--- config.mk ---
export PLATFORM = sky130hd
export DESIGN_NAME = icache
export DESIGN_NICKNAME = d
export VERILOG_FILES = /design/src/rtl/icache.sv
export SDC_FILE = /design/constraint.sdc
export NUM_CORES = 2
export LEC_CHECK = 0
export CAP_MARGIN = 10
export CELL_PAD_IN_SITES_DETAIL_PLACEMENT = 1
export CELL_PAD_IN_SITES_GLOBAL_PLACEMENT = 1
export CORE_MARGIN = 2
export CORE_UTILIZATION = 58
export CTS_BUF_LIST = sky130_fd_sc_hd__clkbuf_8
export CTS_CLUSTER_SIZE = 12
export DETAILED_ROUTE_END_ITERATION = 12
export GPL_ROUTABILITY_DRIVEN = 0
export PLACE_DENSITY_LB_ADDON = 0.1
export SLEW_MARGIN = 5
export SYNTH_ARGS = -nofsm -noshare
export SYNTH_HDL_FRONTEND = slang
export SYNTH_SLANG_ARGS = --single-unit
export TNS_END_PERCENT = 1
--- constraint.sdc ---
create_clock -name clk -period 4.4 [get_ports clk]
set_clock_uncertainty 0.15 [all_clocks]
set_input_delay 0.88 -clock clk [delete_from_list [all_inputs] [get_ports clk]]
set_output_delay 0.88 -clock clk [all_outputs]
set_load 0.03 [all_outputs]
--- src/rtl/icache.sv ---
// rtl/icache.sv - direct-mapped one-word-line instruction cache in front of the memory IO IC port
// Hits answer in one cycle; misses issue a single word fetch and fill from the returned word.
module icache #(
  parameter  int ADR_W = 17,
  parameter  int LINES = 64,
  localparam int IDX_W = $clog2(LINES)
) (
  input  logic             clk,
  input  logic             rst_n,
  input  logic             en,
  input  logic             if_en_i,
  input  logic [ADR_W-1:0] if_pc_i,
  output logic             if_en_o,
  output logic [31:0]      if_ins_o,
  output logic             mem_en_o,
  output logic [ADR_W-1:0] mem_pc_o,
  input  logic             mem_en_i,
  input  logic [31:0]      mem_ins_i,
  input  logic             br_flag,
  output logic [31:0]      hit_cnt_o,
  output logic [31:0]      miss_cnt_o
);

  localparam int TAG_W = ADR_W - IDX_W - 2;

  typedef enum logic {S_IDLE, S_MISS} state_t;

  state_t           state;
  logic [LINES-1:0] valid;
  logic [TAG_W-1:0] tag_mem  [LINES];
  logic [31:0]      data_mem [LINES];
  logic [IDX_W-1:0] miss_idx;
  logic [TAG_W-1:0] miss_tag;

  logic [IDX_W-1:0] req_idx;
  logic [TAG_W-1:0] req_tag;
  logic             req_hit;
  logic             pc_unused;

  assign req_idx   = if_pc_i[IDX_W+1:2];
  assign req_tag   = if_pc_i[ADR_W-1:IDX_W+2];
  assign req_hit   = valid[req_idx] && (tag_mem[req_idx] == req_tag);
  assign pc_unused = ^if_pc_i[1:0];

  // Tag/data arrays carry no reset; the valid bits alone gate their use.
  always_ff @(posedge clk) begin
    if (en && state == S_MISS && mem_en_i) begin
      tag_mem[miss_idx]  <= miss_tag;
      data_mem[miss_idx] <= mem_ins_i;
    end
  end

  always_ff @(posedge clk or negedge rst_n) begin
    if (!rst_n) begin
      state      <= S_IDLE;
      valid      <= '0;
      miss_idx   <= '0;
      miss_tag   <= '0;
      if_en_o    <= 1'b0;
      if_ins_o   <= '0;
      mem_en_o   <= 1'b0;
      mem_pc_o   <= '0;
      hit_cnt_o  <= '0;
      miss_cnt_o <= '0;
    end else if (en) begin
      if_en_o  <= 1'b0;
      mem_en_o <= 1'b0;
      case (state)
        S_IDLE: begin
          if (if_en_i && !br_flag) begin
            if (req_hit) begin
              if_en_o  <= 1'b1;
              if_ins_o <= data_mem[req_idx];
              if (hit_cnt_o != 32'hFFFF_FFFF) hit_cnt_o <= hit_cnt_o + 32'd1;
            end else begin
              mem_en_o <= 1'b1;
              mem_pc_o <= {if_pc_i[ADR_W-1:2], 2'b00};
              miss_idx <= req_idx;
              miss_tag <= req_tag;
              if (miss_cnt_o != 32'hFFFF_FFFF) miss_cnt_o <= miss_cnt_o + 32'd1;
              state    <= S_MISS;
            end
          end
        end
        S_MISS: begin
          // A return coinciding with a flush still fills: the word is right for its address.
          if (mem_en_i) begin
            valid[miss_idx] <= 1'b1;
            if (!br_flag) begin
              if_en_o  <= 1'b1;
              if_ins_o <= mem_ins_i;
            end
            state <= S_IDLE;
          end else if (br_flag) begin
            state <= S_IDLE;
          end
        end
        default: state <= S_IDLE;
      endcase
    end
  end

endmodule

==> metrics <==
DP Worst Slack -508.8 ps; PD cells 439.0 nW/um2; CTS root buffer clkbuf_8; number of synthesized flops with an enable pin 2624; initial antenna violation count 26; Final WS setup 354.8 ps; Nets 5555; measured slew at the worst slew-check pin 1095 ps; Crit path largest cell delay 500 ps; Filler Cell Count 14630; Setup crit start kind flip-flop; setup TNS 0 ps; initial DRC count 6860; H-tree depth 5; Clk Latency, worst-skew pair 1140 ps; Buffers on Ports 165; clk sinks 2802; most numerous cell in the Yosys netlist edfxtp_1; Die ar. 190100 um2; layout cell share with drive strength beyond 1 0.3384; maxcap violations 0; Area contributors post-synth edfxtp_1 (73%), mux4_2 (16%), dfrtp_1 (4.1%); Seq cells post-synth 2802; share of the synthesized area in the top cell type 0.7279; Crit Path Category flip-flop to flip-flop; Hold Buf Count CTS 2; Max Buffers Root-to-Sink 4; DP Area 116900 um2; die height 436.0 um; Yosys Warn Count 0; Final Hold Vio Count 0; P_leak 41.77 nW; vias 55600; status finished, final reports clean; Starting Density 0.5837; post-synthesis async set-or-reset flop share 0.06353; wire per inst 36.95 um; Avg Synthesized Cell Area 22.95 um2; Final Max Slew Viols 0; synth unique cells 66; Placeable Area 185400 um2; I/O pin count 170; leading area contributor after synthesis edfxtp_1; global router's overall resource usage 0.3291; Synth Flop Type edfxtp_1; largest net degree at the start of global routing 132; Layout area overhead 15.47%; CTS Buf Count 446; drt total wl 308.0 mm; Top Family by Delay on Critical Path multiplexers; Worst Setup End Kind flip-flop; Setup-failing EPs final 0; Post-CTS Resized 0; DR DRC count 0; vias per inst 6.668; Die Wd 436.0 um; relative slew slack 0.2701; final instance area 125000 um2; worst path arrival time 4880 ps; DRT Pass-1 Iters 6; Hold Path Class input port to flip-flop; # Post-CTS Setup Buffers 0; vias in the first global route 57770; RSZ-0062 raised after global routing no; CP max FO 14; sequential area share after synthesis 0.7691; Post-Syn Instances 4716; DRT antenna net count 0; dpl hpwl 177.6 mm; Period Utilization, post-route 0.9194; maximum vdd ir drop 0.3794 mV; Synth Cell Area 108200 um2; first-pass GRT wire length 436.9 mm; cells along the critical path mux4_2 > mux4_2 > nor2b_1 > buf_4 > a211oi_1 > xnor2_1 > nand3_1 > o31a_2 > nor4_4 > buf_4 > nor2_4 > buf_12 > mux2_2; synth cell count leaders edfxtp_1 (2624), mux4_2 (750), dfrtp_1 (178); Peak Freq 0.2472 GHz; Rows 158; hold_ws 143.4 ps; clock-pin slew on the worst setup and hold paths 60 ps; CP max-delay cell mux4_2; CP required 5230 ps; crit path buf inv count 3; CTS tree yes; post-layout minimum cycle time 4045 ps; total gr overflow 0
worst paths after layout:
kind	start	endpoint	slack, ps	depth (start not counted)
max	tag_mem[63][4]	if_ins_o[9]	350	13
min	mem_ins_i[14]	data_mem[14][14]	140	1
max reg2reg	tag_mem[63][4]	if_ins_o[9]	350	13
min reg2reg	valid[14]	valid[14]	310	1
max in group asynchronous	rst_n	if_ins_o[21]	3020	3
min in group asynchronous	rst_n	if_ins_o[5]	190	2
routing by layer:
| metal | global-route usage | up-vias | part of all wire |
|---|---|---|---|
| li1 | - | 21580 | - |
| met4 | 0.1313 | 8 | 0.043 |
| met3 | 0.06711 | 687 | 0.098 |
| met1 | 0.4702 | 30030 | 0.38 |
| met5 | 0 | - | 0.00018 |
| met2 | 0.5074 | 3290 | 0.48 |
placed cells by master (no fill, tap or decap), drive strengths merged, types with 69 or more instances in the layout:
| cell | instances |
|---|---|
| dfrtp | 178 |
| mux2i | 158 |
| clkbuf | 478 |
| mux2 | 93 |
| clkdlybuf4s50 | 126 |
| nor2 | 97 |
| nand2 | 69 |
| mux4 | 754 |
| edfxtp | 2624 |
| buf | 446 |
| inv | 160 |
| clkinv | 153 |
where the power goes:
part / internal (mW) / leakage, nW / total (mW) / switching, mW
registers: 29.8 / 26.0 / 30.2 / 0.346
logic: 1.71 / 11.1 / 4.17 / 2.46
clock network: 10.4 / 4.74 / 20.5 / 10.1
total: 42.0 / 41.8 / 54.9 / 12.9
stage by stage:
step | std cells | util | power (mW)
2_1_floorplan | 4717 | - | 32.92
3_5_place_dp | 7528 | 0.6302 | 34.90
3_3_place_gp | 7528 | 0.6302 | 34.74
4_1_cts | 8326 | 0.6739 | 55.20
5_1_grt | 8335 | 0.6740 | 56.47
6_report | 8337 | 0.6741 | 54.88
area by class of cell:
| cell class | instances | area (um2) | area share |
|---|---|---|---|
| Clock buffer | 478 | 6579 | 0.05263 |
| Clock inverter | 318 | 1501 | 0.01201 |
| Sequential cell | 2802 | 83260 | 0.6661 |
| Inverter | 8 | 37.54 | 0.0003003 |
| Multi-Input combinational cell | 1666 | 24180 | 0.1934 |
| Antenna cell | 11 | 27.53 | 0.0002202 |
| Tap cell | 2480 | 3103 | 0.02483 |
| Timing Repair Buffer | 574 | 6307 | 0.05046 |
registers in the layout, summed over array words and instances, names as in the netlist:
signal      cells
hit_cnt_o      32
if_ins_o       32
tag_mem       576
state           1
data_mem     2048
miss_tag        9
if_en_o         1
valid          64
mem_pc_o        1
mem_en_o        1
miss_cnt_o     32
miss_idx        5
cells by family (layout without fill, tap and decap cells):
group	Yosys count	after routing	share of synthesized area
AOI/OAI and AO/OA	155	155	0.009906
buffers and inverters	249	1378	0.01213
and+or+nand+nor	434	434	0.02113
muxes	1005	1005	0.1820
DFF	2802	2802	0.7691
adders and majority gates	2	2	0.0002311
xor gates and xnor gates	68	68	0.005502
other	1	13	0.00003464
Power figures use the tool's default switching activity.
